**src/rtl/seq_alu_if.sv**
```systemverilog
// seq_alu_if: request/response bundle between the datapath controller and seq_alu.
// master = controller side, slave = ALU side.
interface seq_alu_if #(
    parameter int WIDTH = 8
);
    logic             start;
    logic [2:0]       op;
    logic [WIDTH-1:0] a;
    logic [WIDTH-1:0] b;
    logic             cin;
    logic             ready;
    logic             done;
    logic [WIDTH-1:0] result;
    logic [WIDTH-1:0] result_hi;
    logic [3:0]       czvn;

    modport master (
        output start, op, a, b, cin,
        input  ready, done, result, result_hi, czvn
    );

    modport slave (
        input  start, op, a, b, cin,
        output ready, done, result, result_hi, czvn
    );
endinterface

```
**src/rtl/seq_alu.sv**
```systemverilog
// seq_alu: multicycle ALU with registered result/flags {C,Z,V,N}.
// Define SEQ_ALU_MUL_EN to build the shift-add multiplier (op 7) and MUL_BUSY.
module seq_alu #(
    parameter int WIDTH = 8
) (
    input logic      clk,
    input logic      rst_n,
    seq_alu_if.slave bus
);
    localparam int W1 = WIDTH + 1;
    localparam int M  = WIDTH - 1;

    localparam logic [2:0] OP_AND = 3'd0;
    localparam logic [2:0] OP_OR  = 3'd1;
    localparam logic [2:0] OP_ADD = 3'd2;
    localparam logic [2:0] OP_SUB = 3'd3;
    localparam logic [2:0] OP_XOR = 3'd4;
    localparam logic [2:0] OP_SHL = 3'd5;
    localparam logic [2:0] OP_SHR = 3'd6;

    logic [WIDTH-1:0] result_q;
    logic [WIDTH-1:0] result_hi_q;
    logic [3:0]       czvn_q;
    logic             done_q;

    logic [WIDTH:0]   add_w;
    logic [WIDTH:0]   sub_w;
    logic [WIDTH-1:0] alu_res;
    logic             alu_c;
    logic             alu_v;
    logic [3:0]       alu_flags;
    logic             alu_go;

    always_comb begin
        add_w   = {1'b0, bus.a} + {1'b0, bus.b} + W1'(bus.cin);
        sub_w   = {1'b0, bus.a} - {1'b0, bus.b} - W1'(bus.cin);
        alu_res = '0;
        alu_c   = 1'b0;
        alu_v   = 1'b0;
        case (bus.op)
            OP_AND: alu_res = bus.a & bus.b;
            OP_OR:  alu_res = bus.a | bus.b;
            OP_XOR: alu_res = bus.a ^ bus.b;
            OP_ADD: begin
                alu_res = add_w[M:0];
                alu_c   = add_w[WIDTH];
                alu_v   = (bus.a[M] == bus.b[M]) && (alu_res[M] != bus.a[M]);
            end
            OP_SUB: begin
                alu_res = sub_w[M:0];
                alu_c   = sub_w[WIDTH];
                alu_v   = (bus.a[M] != bus.b[M]) && (alu_res[M] != bus.a[M]);
            end
            OP_SHL: begin
                alu_res = {bus.a[M-1:0], 1'b0};
                alu_c   = bus.a[M];
            end
            OP_SHR: begin
                alu_res = {1'b0, bus.a[M:1]};
                alu_c   = bus.a[0];
            end
            default: alu_res = '0;
        endcase
        alu_flags = {alu_c, ~|alu_res, alu_v, alu_res[M]};
    end

`ifdef SEQ_ALU_MUL_EN
    localparam logic [2:0] OP_MUL = 3'd7;
    localparam int CW = (WIDTH > 2) ? $clog2(WIDTH) : 1;

    typedef enum logic {
        IDLE,
        MUL_BUSY
    } state_t;

    state_t             state, state_nx;
    logic [CW-1:0]      cnt, cnt_nx;
    logic [2*WIDTH-1:0] acc, acc_nx;
    logic [WIDTH-1:0]   mcand, mcand_nx;
    logic [WIDTH:0]     mul_sum;
    logic               mul_last;

    assign bus.ready = (state == IDLE);
    assign alu_go    = bus.start && (state == IDLE) && (bus.op != OP_MUL);

    always_ff @(posedge clk) begin
        if (!rst_n) begin
            state <= IDLE;
            cnt   <= '0;
            acc   <= '0;
            mcand <= '0;
        end else begin
            state <= state_nx;
            cnt   <= cnt_nx;
            acc   <= acc_nx;
            mcand <= mcand_nx;
        end
    end

    // acc low half starts as the multiplier and shifts out one bit per step
    always_comb begin
        state_nx = state;
        cnt_nx   = cnt;
        acc_nx   = acc;
        mcand_nx = mcand;
        mul_last = 1'b0;
        mul_sum  = W1'(acc[2*WIDTH-1:WIDTH]) + W1'(acc[0] ? mcand : '0);
        unique case (state)
            IDLE: begin
                if (bus.start && bus.op == OP_MUL) begin
                    state_nx = MUL_BUSY;
                    cnt_nx   = '0;
                    acc_nx   = {{WIDTH{1'b0}}, bus.b};
                    mcand_nx = bus.a;
                end
            end
            MUL_BUSY: begin
                acc_nx = {mul_sum, acc[M:1]};
                cnt_nx = cnt + 1'b1;
                if (cnt == CW'(M)) begin
                    mul_last = 1'b1;
                    state_nx = IDLE;
                end
            end
            default: state_nx = IDLE;
        endcase
    end
`else
    assign bus.ready = 1'b1;
    assign alu_go    = bus.start;
`endif

    always_ff @(posedge clk) begin
        if (!rst_n) begin
            result_q    <= '0;
            result_hi_q <= '0;
            czvn_q      <= '0;
            done_q      <= 1'b0;
        end else begin
            done_q <= 1'b0;
            if (alu_go) begin
                result_q    <= alu_res;
                result_hi_q <= '0;
                czvn_q      <= alu_flags;
                done_q      <= 1'b1;
            end
`ifdef SEQ_ALU_MUL_EN
            if (mul_last) begin
                result_q    <= acc_nx[M:0];
                result_hi_q <= acc_nx[2*WIDTH-1:WIDTH];
                czvn_q      <= {|acc_nx[2*WIDTH-1:WIDTH], ~|acc_nx,
                                1'b0, acc_nx[M]};
                done_q      <= 1'b1;
            end
`endif
        end
    end

    assign bus.result    = result_q;
    assign bus.result_hi = result_hi_q;
    assign bus.czvn      = czvn_q;
    assign bus.done      = done_q;
endmodule

```
**src/flat_wrapper.sv**
```systemverilog
// flat-port wrapper written by rule: the top's interface ports become plain ports
module seq_alu_flat 
#(
    parameter int WIDTH = 8
)
  (clk, rst_n, bus_start, bus_op, bus_a, bus_b, bus_cin, bus_ready, bus_done, bus_result, bus_result_hi, bus_czvn);
  seq_alu_if #(.WIDTH(WIDTH)) bus_i ();
  input logic clk;
  input logic rst_n;
  input wire logic [$bits(bus_i.start)-1:0] bus_start;
  input wire logic [$bits(bus_i.op)-1:0] bus_op;
  input wire logic [$bits(bus_i.a)-1:0] bus_a;
  input wire logic [$bits(bus_i.b)-1:0] bus_b;
  input wire logic [$bits(bus_i.cin)-1:0] bus_cin;
  output wire logic [$bits(bus_i.ready)-1:0] bus_ready;
  output wire logic [$bits(bus_i.done)-1:0] bus_done;
  output wire logic [$bits(bus_i.result)-1:0] bus_result;
  output wire logic [$bits(bus_i.result_hi)-1:0] bus_result_hi;
  output wire logic [$bits(bus_i.czvn)-1:0] bus_czvn;
  assign bus_i.start = bus_start;
  assign bus_i.op = bus_op;
  assign bus_i.a = bus_a;
  assign bus_i.b = bus_b;
  assign bus_i.cin = bus_cin;
  assign bus_ready = bus_i.ready;
  assign bus_done = bus_i.done;
  assign bus_result = bus_i.result;
  assign bus_result_hi = bus_i.result_hi;
  assign bus_czvn = bus_i.czvn;
  seq_alu #(.WIDTH(WIDTH)) u_core (.clk(clk), .rst_n(rst_n), .bus(bus_i));
endmodule
```
**config.mk**
```make
export PLATFORM = sky130hd
export DESIGN_NAME = seq_alu_flat
export DESIGN_NICKNAME = d
export VERILOG_FILES = /design/src/rtl/seq_alu_if.sv /design/src/rtl/seq_alu.sv /design/src/flat_wrapper.sv
export SDC_FILE = /design/constraint.sdc
export NUM_CORES = 1
export LEC_CHECK = 0
export CAP_MARGIN = 20
export CORE_MARGIN = 2
export CORE_UTILIZATION = 38
export CTS_CLUSTER_DIAMETER = 50
export CTS_CLUSTER_SIZE = 24
export DETAILED_ROUTE_END_ITERATION = 10
export PLACE_DENSITY = 0.74
export SKIP_CTS_REPAIR_TIMING = 1
export SLEW_MARGIN = 20
export SYNTH_ARGS = -nofsm -noshare
export SYNTH_HDL_FRONTEND = slang
export SYNTH_SLANG_ARGS = --single-unit
```
**constraint.sdc**
```tcl
create_clock -name clk -period 3.96 [get_ports clk]
set_input_delay 0.99 -clock clk [delete_from_list [all_inputs] [get_ports clk]]
set_output_delay 0.99 -clock clk [all_outputs]
set_load 0.005 [all_outputs]
```
**Word level (Yosys, flattened, before mapping)**

Cells that the tools add are included.

- Flip-flop bits (word level): 13
- Bits in latches: 0
- RAM bits: 0
- ROM bits: 0
- Output and inout port bits: 22
- Logic and storage cells: 29
- Memories kept: 0

- Add/sub/neg operators: 4
- Multiply operators: 0
- Divide/modulo/power cells: 0
- $lt $le $gt $ge: 0
- Eq/ne operators: 10
- Shifts and indexed selects: 0
- Multiplexer cells: 4
- Bitwise logic cells: 3
- Reductions and logical operators: 5

Operators with widths:

| operator | count |
|---|---|
| case mux 8 bit (7 select lines) | 1 |
| adder 8 x 8 -> 9 bit | 1 |
| adder 9 x 1 -> 9 bit | 1 |
| equality test 3 bit (second input constant) | 3 |
| subtractor 8 x 8 -> 9 bit | 1 |
| subtractor 9 x 1 -> 9 bit | 1 |
| bitwise AND 8 bit | 1 |
| bitwise OR 8 bit | 1 |
| OR reduction 8 bit | 1 |
| bitwise XOR 8 bit | 1 |
| equality test 3 x 2 -> 1 bit (second input constant) | 2 |
| case mux 1 bit (4 select lines) | 1 |
| equality test 3 x 1 -> 1 bit (second input constant) | 1 |
| logical NOT 3 bit | 1 |
| inequality test 1 bit | 3 |
| logical AND 1 bit | 2 |
| case mux 1 bit (2 select lines) | 1 |
| equality test 1 bit | 1 |
| logical NOT 1 bit | 1 |
| 2-to-1 mux 1 bit | 1 |

**Logic depth before layout (Yosys ltp)**

Gate-level depths: netlist (run 1).

- Word-level depth: 5
- Gate-level depth with buffers: 10
- Gate-level depth less buffers: 10

**Worst setup path after synthesis (run 1)**

OpenSTA, ideal clock, no wires.

- Path kind: in2reg
- Start: in bus_cin
- End: reg u_core.result_q[6], in the netlist u_core.bus.result[6]
- Arrival time: 2.935 ns
- Data required time: 3.844 ns
- Slack: 0.909 ns
- Stages on the path: 9
- Path buffers: 0
- Path through: inv_1 > fa_1 > fa_1 > o21a_1 > o22a_1 > xnor2_1 > nor2_1 > a211o_1 > o211a_1

- Word-level cells in the longest chain between the ends: 2

Ends and longest elaborated chain:

| item | RTL line | text |
|---|---|---|
| start, declared | flat_wrapper.sv:14 | `input wire logic [$bits(bus_i.cin)-1:0] bus_cin;` |
| subtractor 9 x 1 -> 9 bit or adder 9 x 1 -> 9 bit (tied branches) | seq_alu.sv:36, seq_alu.sv:35 |  |
| case mux 8 bit (7 select lines) (*) | seq_alu.sv:40 | `case (bus.op)` |
| end signal, assigned | seq_alu.sv:142 | `result_q <= alu_res;` |
| end, declared | seq_alu.sv:21 | `logic [WIDTH-1:0] result_q;` |

Mark *: on every way between the ends. The rest lies on a longest branch, timed or not.
A chain may end at the register's enable or synchronous reset.

**Final worst setup path (run 1)**

- Start: in bus_b[0]
- End: reg u_core.czvn_q[2], in the netlist u_core.bus.czvn[2]

- Word-level cells in the longest chain between the ends: 5

Ends and longest elaborated chain:

| item | RTL line | text |
|---|---|---|
| start, declared | flat_wrapper.sv:13 | `input wire logic [$bits(bus_i.b)-1:0] bus_b;` |
| subtractor 8 x 8 -> 9 bit or adder 8 x 8 -> 9 bit (tied branches) | seq_alu.sv:36, seq_alu.sv:35 |  |
| subtractor 9 x 1 -> 9 bit or adder 9 x 1 -> 9 bit (tied branches) | seq_alu.sv:36, seq_alu.sv:35 |  |
| case mux 8 bit (7 select lines) (*) | seq_alu.sv:40 |  |
| OR reduction 8 bit (*) | seq_alu.sv:64 | `alu_flags = {alu_c, ~\|alu_res, alu_v, alu_res[M]};` |
| logical NOT 1 bit (*) | seq_alu.sv:64 |  |
| end signal, assigned | seq_alu.sv:144 | `czvn_q <= alu_flags;` |
| end, declared | seq_alu.sv:23 | `logic [3:0] czvn_q;` |

Marks and branches as above.

==> results of run 1 <==
## sequential cells by signal, summed over array words and instances (netlist names)
register and count:
u_core.bus.done 1, u_core.bus.czvn 4, u_core.bus.result 7
## critical path: cells and delay by family
family                   cells  cell delay, ns
adder cells (fa/ha/maj)      2            0.87
AND/OR/NAND/NOR              3            0.40
buffers and inverters        2            0.63
AO/OA/AOI/OAI                3            0.84
## through the flow
stage                     instances   util  hold WS (ns)  cell area, sq um  power [W]
after floorplan                 264      -         0.452              2090   0.000345
after global placement          359  0.477         0.463              2470   0.000433
after detailed placement        359  0.477         0.467              2470   0.000439
after CTS                       362  0.485         0.479              2510   0.000550
after global routing            362  0.485         0.495              2510   0.000588
final                           362  0.485         0.471              2510   0.000550
## power by group through the flow
stage	sequential, W	combinational, W	clock [W]
2_1_floorplan	0.000137	0.000208	0
3_3_place_gp	0.000136	0.000297	0
4_1_cts	0.000134	0.000305	0.000111
5_1_grt	0.000135	0.000338	0.000116
3_5_place_dp	0.000136	0.000303	0
6_report	0.000134	0.000308	0.000109
## placed cells by master (no fill, tap or decap), types with 3 or more instances in the layout
cell	synthesis	layout
nand2b_1	3	3
a21oi_1	11	11
clkbuf_8	0	3
dfxtp_1	12	12
a21o_1	4	4
buf_4	12	10
a32oi_1	3	3
clkdlybuf4s50_1	0	35
mux2i_1	6	6
o21ai_0	16	16
o21a_1	5	5
or3_1	3	3
nand2_1	12	12
fa_1	4	4
nor2_1	14	14
xor2_1	3	3
ha_1	30	30
nor2b_1	9	9
inv_1	33	33
nand3b_1	3	3
xnor2_1	8	8
conb_1	2	9
a211oi_1	7	7
nor3_1	3	3
## routing by layer
| metal | global-route usage | vias to the layer above |
|---|---|---|
| met1 | 0.222 | 873 |
| li1 | - | 962 |
| met4 | 0.0607 | 0 |
| met2 | 0.294 | 67 |
| met5 | 0 | - |
| met3 | 0.0163 | 10 |
## how the worst min path moves through the flow
stage | startpoint | endpoint | slack, ns | cells past startpoint
floorplan | u_core.bus.czvn[2]$_SDFFE_PN0P_ | u_core.bus.czvn[2]$_SDFFE_PN0P_ | 0.45 | 2
global placement | u_core.bus.czvn[3]$_SDFFE_PN0P_ | u_core.bus.czvn[3]$_SDFFE_PN0P_ | 0.46 | 1
detailed placement | u_core.bus.czvn[3]$_SDFFE_PN0P_ | u_core.bus.czvn[3]$_SDFFE_PN0P_ | 0.47 | 1
CTS | u_core.bus.czvn[3]$_SDFFE_PN0P_ | u_core.bus.czvn[3]$_SDFFE_PN0P_ | 0.48 | 1
global route | u_core.bus.czvn[3]$_SDFFE_PN0P_ | u_core.bus.czvn[3]$_SDFFE_PN0P_ | 0.49 | 1
finish | u_core.bus.czvn[3]$_SDFFE_PN0P_ | u_core.bus.czvn[3]$_SDFFE_PN0P_ | 0.47 | 1
## logic make-up (layout without fill, tap and decap cells)
logic type / count (synthesis) / count (layout) / synth area share
buffers and inverters: 53 / 81 / 0.124
adder cells (fa/ha/maj): 34 / 34 / 0.221
flip-flops: 12 / 12 / 0.117
AO/OA/AOI/OAI: 74 / 74 / 0.256
multiplexers: 13 / 13 / 0.0874
XOR/XNOR: 11 / 11 / 0.0468
other: 2 / 9 / 0.00364
AND/OR/NAND/NOR: 58 / 58 / 0.145
## area by class of cell
type                    count  share of cell area
multi-input cells         199               0.634
flip-flops and latches     12              0.0957
well taps                  70              0.0349
inverters                  33              0.0494
repair buffers             45               0.169
clock buffers               3              0.0165
==> summary.txt, run 1 <==
Outcome
  • Run status: finished clean

STA
  • Slew Limit Fails: 0
  • Final cycle utilization of the critical path: 0.910
  • Fmax: 278 MHz
  • Final setup fails: 0
  • Hold Vio Cnt, Final: 0
  • Clock period minus final worst setup slack: 3.60 ns
  • Clk_skew: 0 ns
  • RSZ-0062 raised after global routing: false
  • Slack of the critical path: 0.357 ns
  • Fin Setup TNS: 0 ns

Worst setup path
  • R2r setup slk: 3.17 ns
  • CP Cell Sequence: clkdlybuf4s50_1 > inv_1 > fa_1 > fa_1 > o21a_1 > nor3_1 > nor3_1 > a311oi_2 > nand4_1 > o41ai_2
  • Worst Setup EP: u_core.bus.czvn[2]$_SDFFE_PN0P_
  • Critical path class: primary input to register
  • Setup crit end kind: register
  • Crit path largest cell delay: 0.53 ns
  • WP data arrival: 3.74 ns
  • Setup crit start kind: primary input
  • Crit path launch: bus_b[0]
  • WP data required: 4.10 ns
  • Worst R2R Path Depth: 2
  • RR Endpoint: u_core.bus.result[6]$_SDFFE_PN0P_
  • CP max stage cell: clkdlybuf4s50_1
  • Crit path max fanout: 3
  • Worst r2r src: u_core.bus.result[6]$_SDFFE_PN0P_

Route
  • Drt first pass iters: 4
  • Via density: 5.28
  • DR WL/cell: 14.1 microns
  • Post-route DRC: 0
  • Top layer in use: met4
  • Routed vias: 1912
  • Initial DRC count: 152
  • Metal2 WL: 2450 microns
  • ANT nets after route: 0
  • DRT met1 WL: 2280 microns
  • Met3 routed WL: 283 microns
  • Total wire length: 5110 microns

Power and ir drop
  • Sw frac: 0.372
  • Clock power frac: 0.199
  • Sequential Power Share: 0.243
  • PwrDens: 219 nW/um^2
  • Comb power frac: 0.559
  • Pleak: 1.13 nW
  • Worst vdd rail ir drop: 0.143 mV
  • Psw: 0.000205 W
  • Cell-internal power: 0.000346 W

Synth
  • Synth top cells by count: 33 x inv_1, 30 x ha_1, 16 x o21ai_0, 14 x nor2_1
  • Most common cell in the netlist: inv_1
  • Syn Inst Count: 257
  • Post-synth top area cell: ha_1
  • Number of enable flip-flop cells after synthesis: 0
  • Unique cell type count in the Yosys netlist: 57
  • Register area share after synthesis: 0.117
  • Yosys top cell area share: 0.182
  • Share of flip-flops with an asynchronous set or reset: 0
  • Cell Area, Synth: 2060 sq um
  • Synth top area cells: ha_1 18%, dfxtp_1 12%, inv_1 6.0%, buf_4 4.4%, fa_1 3.9%
  • Most used DFF post-synth: dfxtp_1
  • Post-synthesis register bit count: 12
  • Syn Area/Cell: 8.02 sq um
  • Synth warn: 0

Layout
  • Reg area: 240 sq um
  • Layout area overhead: 21.8%
  • Multi-input logic area: 1590 sq um
  • Fill cells: 507
  • Layout cells sized above 1: 0.0753
  • Nets: 351
  • Antenna diode count: 0

Clock network
  • TritonCTS clock tree: built
  • Worst-path clk slew: 0.05 ns
  • Clk sinks: 12
  • Root buffer cell: clkbuf_8
  • Clock latency on the worst-skew pair: 0.24 ns
  • Clk buf depth: 2
  • # H-tree levels: 1
  • Total CTS buffers: 3

Floorplanning
  • Area of the core region: 5170 sq um
  • Chip width: 77.6 microns
  • Row count: 26
  • Io pins: 45
  • Die area: 6030 sq um
  • Die H: 77.6 microns
  • Starting density of the core: 0.398

Run
  • Max cap viols: 0

Global routing
  • Global-route wire length before repair: 8580 microns
  • GR Util All Layers: 0.171
  • Largest net degree at the start of global routing: 16
  • Initial antenna violation count: 0
  • Vias in the first global route: 1899
  • GRT overflow: 0

Placement
  • Buffers on Ports: 35
  • HPWL Detailed: 4300 microns
  • Pre-CTS setup slack: 0.126 ns
  • Gpl congestion: 0.882

Min path
  • Hold Path Class: register to register
No activity file was read; power rests on OpenSTA's default activity.
==> inputs of run 2 (changes only) <==
clock period = 3.39 ns   (was 3.96 ns; I/O delays follow)
==> summary.txt, run 2 (synthesis results as in run 1) <==
Layout
  • Final instance area: 2780 sq um (+11%)
  • Nets: 380 (+8.3%)
  • Antenna diode count: 0 (unchanged)
  • Most common cell after layout, fill and taps aside: buf_4
  • Fill cells: 482 (-4.9%)
  • Max reg flops: 7 (unchanged)
  • Multi-input logic area: 1620 sq um (+1.5%)
  • Layout area overhead: 34.8%
  • Most frequent cells in the layout: 38 x buf_4, 35 x clkdlybuf4s50_1, 33 x inv_1
  • Reg area: 240 sq um (unchanged)
  • Layout cells sized above 1: 0.177 (+0.102)

Power and ir drop
  • Worst vdd rail ir drop: 0.147 mV (+3.0%)
  • Pleak: 1.29 nW (+14%)
  • PwrDens: 261 nW/um^2 (+19%)

Placement
  • HPWL Detailed: 4260 microns (-0.80%)
  • Buffers on Ports: 35 (unchanged)
  • Placed Instance Area: 2680 sq um (+8.7%)
  • Gpl congestion: 0.883 (+0.16%)

STA
  • Final cycle utilization of the critical path: 0.962
  • Clock period minus final worst setup slack: 3.26 ns
  • Clk_skew: 0 ns (unchanged)
  • Final setup fails: 0 (unchanged)
  • RSZ-0062 raised after global routing: false
  • Slew at the pin closest to its max-slew limit: 0.547 ns
  • Slew Limit Fails: 0 (unchanged)
  • Slew headroom: 0.634
  • Hold Vio Cnt, Final: 0 (unchanged)
  • Fmax: 306 MHz
  • Fin Setup TNS: 0 ns (unchanged)

Floorplanning
  • Die area: 6030 sq um (unchanged)
  • Chip width: 77.6 microns (unchanged)
  • Io pins: 45 (unchanged)
  • Row count: 26 (unchanged)
  • Starting density of the core: 0.398 (unchanged)
  • Area of the core region: 5170 sq um (unchanged)
  • Die H: 77.6 microns (unchanged)

Worst setup path
  • WP data arrival: 3.39 ns (-0.35 ns)
  • Setup crit start kind: primary input
  • WP data required: 3.52 ns (-0.58 ns)
  • Critical path class: primary input to register
  • Setup crit end kind: register
  • Worst R2R Path Depth: 2 (unchanged)
  • Crit path max fanout: 3 (unchanged)

Outcome
  • Run status: finished clean

Route
  • Initial DRC count: 132 (-13%)
  • Drt first pass iters: 5 (+1)
  • DR WL/cell: 13.2 microns (-6.4%)
  • Total wire length: 5180 microns (+1.4%)
  • Routed vias: 2035 (+6.4%)
  • Post-route DRC: 0 (unchanged)
  • ANT nets after route: 0 (unchanged)
  • Via density: 5.19 (-1.7%)

Global routing
  • Global-route wire length before repair: 8610 microns (+0.41%)
  • Vias in the first global route: 1878 (-1.1%)
  • Initial antenna violation count: 0 (unchanged)
  • Largest net degree at the start of global routing: 20 (+4)
  • GR Util All Layers: 0.171 (-0.000566)
  • Met2 GRT Util: 0.291 (-0.00345)
  • Met1 Usage GRT: 0.239 (+0.0163)
  • GRT overflow: 0 (unchanged)
  • M3 GR Usage: 0.0105 (-0.00581)
  • GRT Max-Usage Layer: met2

Clock network
  • TritonCTS clock tree: built
  • Clk buf depth: 2 (unchanged)
  • Total CTS buffers: 3 (unchanged)
  • # H-tree levels: 1 (unchanged)
  • Worst-path clk slew: 0.05 ns (about the same)
  • Root buffer cell: clkbuf_8
  • Clk sinks: 12 (unchanged)
  • Clock latency on the worst-skew pair: 0.24 ns (about the same)

Min path
  • Hold path depth: 1 (unchanged)
  • Hold Path Class: register to register

Run
  • Max cap viols: 0 (unchanged)
## run 2: cell type report
class,instances,share of cell area
multi-input cells,199,0.582
repair buffers,74,0.236
flip-flops and latches,12,0.0865
inverters,33,0.0446
well taps,70,0.0315
clock buffers,4,0.0198
## run 2: critical path, cell delays in order
cell and delay [ns]:
clkdlybuf4s50_1 0.52, inv_1 0.09, fa_2 0.38, fa_2 0.36, o21a_1 0.23, o22a_1 0.23
xnor2_1 0.15, nor2_1 0.06, a211o_1 0.31, o211a_1 0.21
## run 2: report_power, final
group / internal, W / switching [W] / total (W)
Sequential: 0.000151 / 0.00000472 / 0.000156
Combinational: 0.000216 / 0.000199 / 0.000415
Clock: 0.000102 / 0.0000507 / 0.000153
## run 2: final timing paths
path | startpoint | endpoint | slack, ns
hold / removal | u_core.bus.czvn[3]$_SDFFE_PN0P_ | u_core.bus.czvn[3]$_SDFFE_PN0P_ | 0.47
setup reg to reg | u_core.bus.result[6]$_SDFFE_PN0P_ | u_core.bus.result[6]$_SDFFE_PN0P_ | 2.59
hold reg to reg | u_core.bus.czvn[3]$_SDFFE_PN0P_ | u_core.bus.czvn[3]$_SDFFE_PN0P_ | 0.47
setup / recovery | bus_b[0] | u_core.bus.result[6]$_SDFFE_PN0P_ | 0.13
## run 2: metal layers
| metal | up-vias | part of all wire |
|---|---|---|
| li1 | 1019 | - |
| met1 | 951 | 0.46 |
| met2 | 61 | 0.49 |
| met3 | 4 | 0.049 |
| met4 | 0 | 0.0048 |
| met5 | - | 0 |
## run 2: stage by stage
stage | std cells | hold WS, ns | util | worst slack (ns) | power, W
floorplan | 264 | 0.452 | - | 0.481 | 0.000403
global placement | 386 | 0.474 | 0.519 | -0.163 | 0.000547
detailed placement | 386 | 0.466 | 0.519 | -0.231 | 0.000554
CTS | 390 | 0.479 | 0.530 | 0.0205 | 0.000708
global route | 392 | 0.487 | 0.537 | 0.00612 | 0.000777
finish | 392 | 0.475 | 0.537 | 0.127 | 0.000724
